===== src/rtl/sign_extend_unit.sv =====
// Registered immediate extension: 16-bit field to 32-bit operand.
// One-cycle latency; result selected by a 3-bit extension mode.
module sign_extend_unit (
    input  logic        clk,
    input  logic        reset,
    input  logic        in_valid,
    input  logic [2:0]  mode,
    input  logic [15:0] a,
    output logic        out_valid,
    output logic [31:0] saida,
    output logic        mode_err
);

    typedef enum logic [2:0] {
        M_SEXT16 = 3'b000,
        M_ZEXT16 = 3'b001,
        M_LUI    = 3'b010,
        M_BRANCH = 3'b011,
        M_SEXT8  = 3'b100,
        M_ZEXT8  = 3'b101,
        M_SEXT12 = 3'b110,
        M_RSVD   = 3'b111
    } mode_e;

    mode_e       mode_s;
    logic [31:0] saida_d;
    logic        err_d;
    logic        valid_q;
    logic [31:0] saida_q;
    logic        err_q;

    assign mode_s = mode_e'(mode);

    always_comb begin
        saida_d = 32'h0;
        err_d   = 1'b0;
        unique case (mode_s)
            M_SEXT16: saida_d = {{16{a[15]}}, a};
            M_ZEXT16: saida_d = {16'h0, a};
            M_LUI:    saida_d = {a, 16'h0};
            M_BRANCH: saida_d = {{14{a[15]}}, a, 2'b00};
            M_SEXT8:  saida_d = {{24{a[7]}}, a[7:0]};
            M_ZEXT8:  saida_d = {24'h0, a[7:0]};
            M_SEXT12: saida_d = {{20{a[11]}}, a[11:0]};
            M_RSVD:   err_d   = 1'b1;
        endcase
    end

    // Data registers only load on a valid beat so idle X inputs never leak.
    always_ff @(posedge clk) begin
        if (reset) begin
            valid_q <= 1'b0;
            saida_q <= 32'h0;
            err_q   <= 1'b0;
        end else begin
            valid_q <= in_valid;
            if (in_valid) begin
                saida_q <= saida_d;
                err_q   <= err_d;
            end
        end
    end

    assign out_valid = valid_q;
    assign saida     = saida_q;
    assign mode_err  = err_q;

endmodule


===== config.mk =====
export PLATFORM = sky130hd
export DESIGN_NAME = sign_extend_unit
export DESIGN_NICKNAME = d
export VERILOG_FILES = /design/src/rtl/sign_extend_unit.sv
export SDC_FILE = /design/constraint.sdc
export NUM_CORES = 1
export LEC_CHECK = 0
export ABC_AREA = 1
export ABC_CLOCK_PERIOD_IN_PS = 1160
export CORE_MARGIN = 8
export CORE_UTILIZATION = 45
export CTS_CLUSTER_DIAMETER = 200
export DETAILED_ROUTE_END_ITERATION = 10
export PLACE_DENSITY_LB_ADDON = 0.08
export SYNTH_ARGS = -nofsm -noshare
export SYNTH_HDL_FRONTEND = slang
export SYNTH_SLANG_ARGS = --single-unit

===== constraint.sdc =====
create_clock -name clk -period 1.16 [get_ports clk]
set_input_delay 0.174 -clock clk [delete_from_list [all_inputs] [get_ports clk]]
set_output_delay 0.174 -clock clk [all_outputs]
set_load 0.02 [all_outputs]

==> run_results.csv, run 1 <==
group,metric,value,unit
outcome,status,"finished, final reports clean",
worst_setup_path,cp_data_arrival_time,950,ps
power,total_leakage_power,1.318,nW
worst_setup_path,worstSetupPathType,"reg -> out",
synth,syn_inst,268,
sta,setup_violations,0,
min_path,min_path_type,"in -> reg",
sta,maxSlewHeadroom,82.60,%
synth,synth-xor-area-share,0,%
final_layout,fillers,365,
sta,finalMaxSlewViolations,0,
worst_setup_path,ff2ff_path_depth,2,
power,cellInternalPower,0.001953,W
power,p_comb_share,25.3,%
synth,yosysWarnings,0,
worst_setup_path,crit_fanout,2,
sta,tightestPinTransition,261.0,ps
synth,synth_edf_count,0,
worst_setup_path,max_stage_delay,330,ps
synth,synthTopCellsByCount,"nand2_1 (90), nor2_1 (35), dfxtp_1 (34)",
sta,hold_ws,407.3,ps
global_routing,grt_pass1_vias,1828,
power,ir_worst_vdd,0.5228,mV
global_routing,antenna_found_initial,0,
final_layout,area_growth,51.40,%
die,die_area,0.006229,mm2
power,clkPwrFrac,29.4,%
power,power.switching,0.0008322,W
sta,min_period_over_period,97.03,%
cts,htreeDepth,2,
synth,ys_async_sr_fraction,0,%
global_routing,grtUsageTotal,17.15,%
synth,synth_most_common_cell,"nand2_1",
power,swShare,29.88,%
global_routing,grt_overflow,0,
detailed_routing,via_count,1890,
worst_setup_path,reg2reg_slack,520,ps
worst_setup_path,critPathTopFamily,"flip-flops",
placement,dpl_cell_area,0.002529,mm2
die,rows,23,
sta,tns,0,ps
run,drv_cap,0,
synth,synth_top_family_by_area,"simple AND/OR/NAND/NOR gates",
cts,clock_latency,280,ps
die,die_y,78.93,um
synth,syn-cell-area,0.001782,mm2
placement,hpwl,3854,um
worst_setup_path,r2r_end,"saida[1]",
synth,synth-adder-area-share,0,%
synth,ys_types,23,
detailed_routing,drtAntennaViolNets,0,
cts,cts_tree,"done",
die,coreArea,0.003914,mm2
detailed_routing,drt-wirelength-per-cell,13.05,um
worst_setup_path,reg2reg_from,"saida[1]",
synth,synth.area.mux_share,0,%
synth,ys_ff_latch,34,
synth,synth.yosys.seq_area_share,38.20,%
global_routing,grt_pass1_wl,8611,um
synth,netlist_top_cells_area,"dfxtp_1 (38%), nand2_1 (19%), a21oi_1 (8.4%), nor2_1 (7.4%), inv_1 (5.9%)",
die,initial_core_util,45.52,%
sta,skew,0,ps
min_path,holdPathStages,6,
synth,synth_compound_area_share,16.29,%
final_layout,final_cell_area,0.002698,mm2
power,power.density,1032,mW/mm2
synth,synth_ff_type,"dfxtp_1",
worst_setup_path,path_cells,"dlygate4sd2_1",
synth,synthesis.nets,290,
synth,synth_top_area_share,38.20,%
detailed_routing,dr.pass1.iters,4,
sta,rsz0062_at_grt,"false",
worst_setup_path,end_kind,"primary output",
final_layout,nets,370,
detailed_routing,drcViolationCount,0,
cts,clock_sinks,34,
sta,hold_viol,0,
synth,yosys.area_share.simple,31.11,%
cts,clock-root-buffer,"clkbuf_8",
min_path,hp-start,"a[11]",
worst_setup_path,worstSetupStartpointType,"flop",
min_path,worstHoldEndpoint,"saida[11]",
cts,cts.path.max_buffers,2,
synth,avgSynthCellArea,6.648,um2
synth,synth_top_cell_by_area,"dfxtp_1",
cts,numCtsBuffers,5,
worst_setup_path,crit_slowest_cell,"dfxtp_1",
die,die_x,78.93,um
cts,cts_hold_buf,0,
worst_setup_path,required,990,ps
detailed_routing,first_iter_violations,112,
sta,fmax,0.8885,GHz
power,power_frac_seq,45.3,%
placement,place.gp.congestion,0.8484,
die,ioPinCount,56,
final_layout,drive_above_1_share,19.83,%
worst_setup_path,cp.buffers_inverters,1,
detailed_routing,viasPerCell,4.749,
cts,cts.clk_slew.worst_paths,70,ps
sta,fin_crit,1126,ps
final_layout,n_antenna_cell,0,
placement,port_buffers,55,
global_routing,grt_max_degree,23,
detailed_routing,finalWirelength,5194,um
flip-flops by register name (all words and copies together), names as in the netlist:
register and cells:
mode_err 1, out_valid 1, saida 32
area by class of cell:
cell class / instances / area (um2) / area share [%]
inverters: 30 / 117.6 / 4.360
well taps: 50 / 62.56 / 2.319
repair inverters: 1 / 7.507 / 0.2783
multi-input cells: 189 / 902.1 / 33.44
repair buffers: 87 / 848.3 / 31.45
clock inverters: 2 / 10.01 / 0.3711
clock buffers: 5 / 68.82 / 2.551
flip-flops and latches: 34 / 680.7 / 25.23
power by group through the flow:
stage / logic [W] / clock network (W) / registers, W
after global placement: 0.000702 / 0 / 0.00129
after CTS: 0.000689 / 0.000839 / 0.00126
after detailed placement: 0.000703 / 0 / 0.00129
after floorplan: 0.000286 / 0 / 0.00137
final: 0.000704 / 0.000819 / 0.00126
after global routing: 0.000768 / 0.000888 / 0.00127
metrics by stage:
| step | total power, W | utilization (%) | std cells | worst slack (ps) |
|---|---|---|---|---|
| 6_report | 0.002785 | 68.93 | 398 | 34.48 |
| 5_1_grt | 0.002925 | 68.93 | 398 | 0.09204 |
| 4_1_cts | 0.002789 | 67.77 | 398 | -31.43 |
| 3_5_place_dp | 0.001992 | 64.61 | 385 | -575.5 |
| 3_3_place_gp | 0.001989 | 64.61 | 385 | -522.6 |
| 2_1_floorplan | 0.001654 | - | 268 | 82.09 |
kinds of logic after synthesis:
kind of cell,after synthesis
AO/OA/AOI/OAI,54
flip-flops,34
buffers and inverters,45
AND/OR/NAND/NOR,135
worst max path at each step:
stage | cells past startpoint | startpoint | slack, ps | end
5_1_grt | 1 | saida[11] | 0.09 | saida[11]
3_5_place_dp | 8 | mode[1] | -580 | saida[30]
3_3_place_gp | 8 | mode[1] | -520 | saida[30]
6_report | 1 | saida[31] | 30 | saida[31]
2_1_floorplan | 9 | mode[1] | 80 | saida[18]
4_1_cts | 8 | a[11] | -30 | saida[30]
placed cells by master (no fill, tap or decap), drive strengths merged:
master and count:
clkbuf 7, nor2 38, a21oi 32, clkinv 2
o211ai 1, clkdlybuf4s15 17, clkinvlp 1, nand3 2
o22ai 6, clkdlybuf4s50 15, dlygate4sd2 19, inv 30
nand2 93, nand4 2, dfxtp 34, buf 32
dlymetal6s2s 2, o21ai 14, o31ai 1
what timing repair did:
| item | in CTS | in global routing |
|---|---|---|
| setup endpoints to repair | 67 | 47 |
| gates resized for setup | 56 | 31 |
| pin swaps | 4 | 7 |
| cloned | 2 | 0 |
| buffers inserted | 4 | 1 |
routing by layer:
metal	track usage, %	wire (um)
met1	20.16	2329
met2	29.16	2470
met3	5.756	331
met4	4.444	63
met5	0	0
Power figures use the tool's default switching activity.
==> run 2, diff against run 1 <==
CELL_PAD_IN_SITES_DETAIL_PLACEMENT = 1   (was default)
CELL_PAD_IN_SITES_GLOBAL_PLACEMENT = 1   (was default)
CORE_MARGIN = default   (was 8)
CORE_UTILIZATION = 42   (was 45)
DONT_BUFFER_PORTS = 1   (was default)
==> run 2 against run 1 <==
Compared with the run above: global-route usage is 6.2 points higher; die area down 28%; clock power is 31% higher; worst hold slack worse by 380 ps; final cell count shrank 15%; critical endpoint unchanged.
==> run_results.csv, run 2 (synthesis gave the netlist of run 1 again) <==
group,metric,value,unit
worst_setup_path,max_stage_delay,350,ps
sta,rsz0062_at_grt,"false",
power,ir_worst_vdd,0.5736,mV
cts,cts.clk_slew.worst_paths,70,ps
die,ioPinCount,56,
detailed_routing,drtAntennaViolNets,0,
sta,fin_crit,954.9,ps
run,drv_cap,0,
detailed_routing,viasPerCell,4.962,
final_layout,n_antenna_cell,0,
global_routing,grtUsageTotal,23.33,%
die,die_y,67.13,um
cts,cts_hold_buf,2,
worst_setup_path,crit_slowest_cell,"dfxtp_1",
sta,tns,0,ps
sta,min_period_over_period,82.32,%
cts,cts-resized-gates,0,
die,initial_core_util,44.22,%
sta,hold_ws,23.39,ps
worst_setup_path,worstSetupPathType,"reg -> out",
sta,maxSlewHeadroom,82.79,%
global_routing,grt_pass1_wl,7810,um
cts,clock_latency,290,ps
die,die_x,67.13,um
placement,port_buffers,0,
cts,clock_sinks,34,
worst_setup_path,cp_data_arrival_time,780,ps
final_layout,drive_above_1_share,16.21,%
placement,hpwl,3374,um
sta,finalMaxSlewViolations,0,
final_layout,area_growth,16.01,%
worst_setup_path,cp.buffers_inverters,1,
placement,dp.cells,330,
cts,cts.path.max_buffers,2,
outcome,status,"finished, final reports clean",
final_layout,final_common_cell,"nand2_1",
die,die_area,0.004506,mm2
power,total_leakage_power,0.9942,nW
detailed_routing,finalWirelength,4699,um
final_layout,nets,311,
sta,skew,0,ps
placement,place.gp.congestion,0.8144,
sta,hold_viol,0,
worst_setup_path,path_cells,"buf_4",
cts,cts_setup_buffers,0,
worst_setup_path,critPathTopFamily,"flip-flops",
worst_setup_path,required,990,ps
cts,clock-root-buffer,"clkbuf_8",
final_layout,fillers,561,
min_path,min_path_type,"in -> reg",
cts,htreeDepth,2,
global_routing,grt_max_degree,37,
power,power.density,1361,mW/mm2
die,coreArea,0.004029,mm2
worst_setup_path,end_kind,"primary output",
cts,numCtsBuffers,5,
global_routing,grt_overflow,0,
cts,cts_tree,"done",
final_layout,largest_reg_flops,32,
sta,setup_violations,0,
final_layout,fin_cells,340,
worst_setup_path,crit_fanout,2,
detailed_routing,first_iter_violations,90,
final_layout,layout_common_cells,"nand2_1 (90), nor2_1 (35), dfxtp_1 (34)",
global_routing,grt_pass1_vias,1701,
die,rows,23,
sta,tightestPinTransition,257.8,ps
global_routing,antenna_found_initial,0,
detailed_routing,dr.pass1.iters,4,
detailed_routing,drcViolationCount,0,
detailed_routing,via_count,1687,
detailed_routing,drt-wirelength-per-cell,13.82,um
sta,fmax,1.047,GHz
worst_setup_path,worstSetupStartpointType,"flop",
-- run 2: cell types whose count changed in the layout (fill, tap and decap cells not counted), sizes merged --
cell | before | now
clkinvlp | 1 | 0
clkbuf | 7 | 5
clkdlybuf4s50 | 15 | 0
dlygate4sd2 | 19 | 0
bufinv | 0 | 1
clkdlybuf4s15 | 17 | 0
dlygate4sd3 | 0 | 1
dlymetal6s2s | 2 | 0
buf | 32 | 28
-- run 2: path summary, 6_finish.rpt --
path                            startpoint        end  slack, ps  cells after the start
worst max-delay path             saida[31]  saida[31]        210                      1
worst min-delay path                  a[1]   saida[1]         20                      2
worst max register to register   saida[15]  saida[15]        390                      2
worst min register to register   saida[20]  saida[20]        470                      2
-- run 2: per-layer routing --
metal	track usage, %	wire, um	part of all wire (%)	up-vias
li1	-	-	-	874
met1	28.10	2152	46	768
met2	39.13	2210	47	39
met3	6.588	262	5.6	6
met4	8.777	73	1.6	0
met5	0	0	0	-
-- run 2: power breakdown --
| group | switching [W] | internal, W | total, W |
|---|---|---|---|
| registers | 0.0000682 | 0.00123 | 0.00130 |
| clock network | 0.000442 | 0.000632 | 0.00107 |
| logic | 0.000264 | 0.000175 | 0.000439 |
| total | 0.000774 | 0.00204 | 0.00281 |
-- run 2: cell type report --
| class | instances | area [um2] | area share, % |
|---|---|---|---|
| Inverter | 30 | 112.6 | 5.448 |
| Sequential cell | 34 | 680.7 | 32.93 |
| Clock buffer | 5 | 68.82 | 3.329 |
| Tap cell | 50 | 62.56 | 3.027 |
| Timing Repair Buffer | 29 | 257.7 | 12.47 |
| Multi-Input combinational cell | 189 | 844.6 | 40.86 |
| Clock inverter | 3 | 40.04 | 1.937 |
-- run 2: through the flow --
| step | utilization, % | setup WS [ps] | cell area, um2 | total power, W |
|---|---|---|---|---|
| 2_1_floorplan | - | 82.09 | 1782 | 0.001654 |
| 3_3_place_gp | 47.86 | 98.31 | 1928 | 0.001731 |
| 3_5_place_dp | 47.86 | 67.13 | 1928 | 0.001741 |
| 4_1_cts | 51.30 | 192.5 | 2067 | 0.002849 |
| 5_1_grt | 51.30 | 169.4 | 2067 | 0.002941 |
| 6_report | 51.30 | 205.1 | 2067 | 0.002814 |
==> run 3, diff against run 2 <==
ABC_CLOCK_PERIOD_IN_PS = 830   (was 1160)
CORE_UTILIZATION = 38   (was 42)
clock period = 0.83 ns   (was 1.16 ns; I/O delays follow)
==> run 3 against run 2 <==
Compared with the run above: the flow now finishes with violations (DRC, hold timing, setup timing); register-to-register slack worse by 350 ps; sequential power up 38%; first-iteration DRC count down 29%; sequential share of layout area down 3.1 points; clock skew unchanged; routed wire length up 7.3%; largest cell class unchanged; count of clock-buffer cells in the layout up 2; clock power up 8%; sequential cell count unchanged; largest power group unchanged; core utilization up 3.2 points.
==> run_results.csv, run 3 (synthesis gave the netlist of run 1 again) <==
group,metric,value,unit
sta,hold_ws,-109.6,ps
global_routing,grt_pass1_wl,8500,um
cts,cts.clk_slew.worst_paths,70,ps
detailed_routing,first_iter_violations,64,
detailed_routing,highest_layer,"met4",
worst_setup_path,worstSetupStartpointType,"flop",
cts,clock_latency,280,ps
worst_setup_path,crit_slowest_cell,"dfxtp_2",
sta,tightestPinTransition,363.1,ps
die,initial_core_util,40.09,%
die,die_area,0.004967,mm2
sta,rsz0062_at_grt,"true",
detailed_routing,wl_met1,2348,um
cts,numCtsBuffers,5,
cts,htreeDepth,2,
die,die_x,70.48,um
power,power.density,1552,mW/mm2
global_routing,grt_pass1_vias,1808,
die,coreArea,0.004444,mm2
sta,setup_violations,33,
sta,fmax,1.147,GHz
sta,worst_slack,-41.49,ps
cts,cts_hold_buf,1,
placement,place.gp.congestion,0.8502,
outcome,status,"finished, violations left",
detailed_routing,dr.pass1.iters,7,
power,total_leakage_power,1.156,nW
worst_setup_path,critPathTopFamily,"flip-flops",
detailed_routing,viasPerCell,4.984,
worst_setup_path,cp_data_arrival_time,750,ps
final_layout,nets,338,
detailed_routing,wl_met3,181,um
final_layout,drive_above_1_share,35.13,%
detailed_routing,drcViolationCount,7,
final_layout,final_common_cell,"nand2_1",
die,ioPinCount,56,
detailed_routing,finalWirelength,5044,um
die,rows,24,
placement,dpl_cell_area,0.002091,mm2
worst_setup_path,cp.buffers_inverters,1,
worst_setup_path,max_stage_delay,350,ps
final_layout,area_growth,35.95,%
sta,min_period_over_period,105.0,%
placement,hpwl,3530,um
global_routing,grt_overflow,0,
placement,port_buffers,0,
min_path,min_path_type,"in -> reg",
final_layout,final_cell_area,0.002422,mm2
cts,clock_sinks,34,
global_routing,grtUsageTotal,21.73,%
worst_setup_path,worstSetupPathType,"reg -> out",
detailed_routing,drtAntennaViolNets,0,
min_path,hp-start,"reset",
cts,cts.path.max_buffers,2,
final_layout,layout_common_cells,"nand2_1 (89), dfxtp_2 (34), buf_6 (34)",
detailed_routing,dr_wl_met2,2457,um
worst_setup_path,path_cells,"buf_6",
sta,hold_viol,32,
run,drv_cap,0,
placement,dp_slack,-219.0,ps
global_routing,grt_max_degree,38,
detailed_routing,via_count,1834,
worst_setup_path,end_kind,"primary output",
worst_setup_path,required,710,ps
global_routing,antenna_found_initial,0,
power,ir_worst_vdd,0.5933,mV
sta,fin_crit,871.5,ps
final_layout,largest_reg_flops,32,
detailed_routing,drt-wirelength-per-cell,13.71,um
sta,maxSlewHeadroom,75.77,%
sta,finalMaxSlewViolations,0,
cts,clock-root-buffer,"clkbuf_8",
cts,cts_tree,"done",
worst_setup_path,cp-startpoint,"saida[2]",
sta,skew,0,ps
worst_setup_path,reg2reg_from,"saida[5]",
final_layout,n_antenna_cell,0,
die,die_y,70.48,um
outcome,violations,"DRC, hold timing, setup timing",
worst_setup_path,crit_fanout,2,
==> run 3: power by group <==
part	switching [W]	leakage (nW)	internal [W]
clock network	0.000582	0.0383	0.000578
logic	0.000420	0.825	0.000376
registers	0.0000628	0.292	0.00174
total	0.00106	1.16	0.00269
==> run 3: stage by stage <==
step | hold WS [ps] | setup TNS, ps | instances | total power, W | utilization [%]
floorplan | 193.6 | -1922 | 268 | 0.002323 | -
global placement | 192.2 | -3537 | 353 | 0.002495 | 47.04
detailed placement | 193.5 | -4689 | 353 | 0.002510 | 47.04
CTS | -117.4 | -1040 | 362 | 0.003762 | 52.90
global route | -126.0 | -1541 | 368 | 0.003935 | 54.50
finish | -109.6 | -796.9 | 368 | 0.003759 | 54.50
==> run 3: final timing paths <==
kind	endpoint	slack (ps)	cells past startpoint
hold reg to reg	saida[21]	460	2
setup reg to reg	saida[5]	40	4
hold / removal	saida[18]	-110	1
setup / recovery	saida[2]	-40	1
==> run 3: repair_timing <==
item                                    4_1_cts  5_1_grt
gates resized for setup                      67        9
buffers inserted                              1        6
endpoints found under the setup margin       34       41
pin swaps                                     0        1
hold endpoints to repair                     34       32
==> run 3: area by class of cell <==
type                       instances  area (um2)
multi-input combinational        189       864.6
tap                               52       65.06
clock buffer                       7       76.32
sequential                        34       723.2
fill                             589        2022
inverter                          30       117.6
timing repair buffer              56       575.6
==> run 3: metal layers <==
metal / vias up / track usage [%]
li1: 924 / -
met1: 869 / 28.09
met2: 36 / 36.14
met3: 5 / 4.906
met4: 0 / 6.122
met5: - / 0
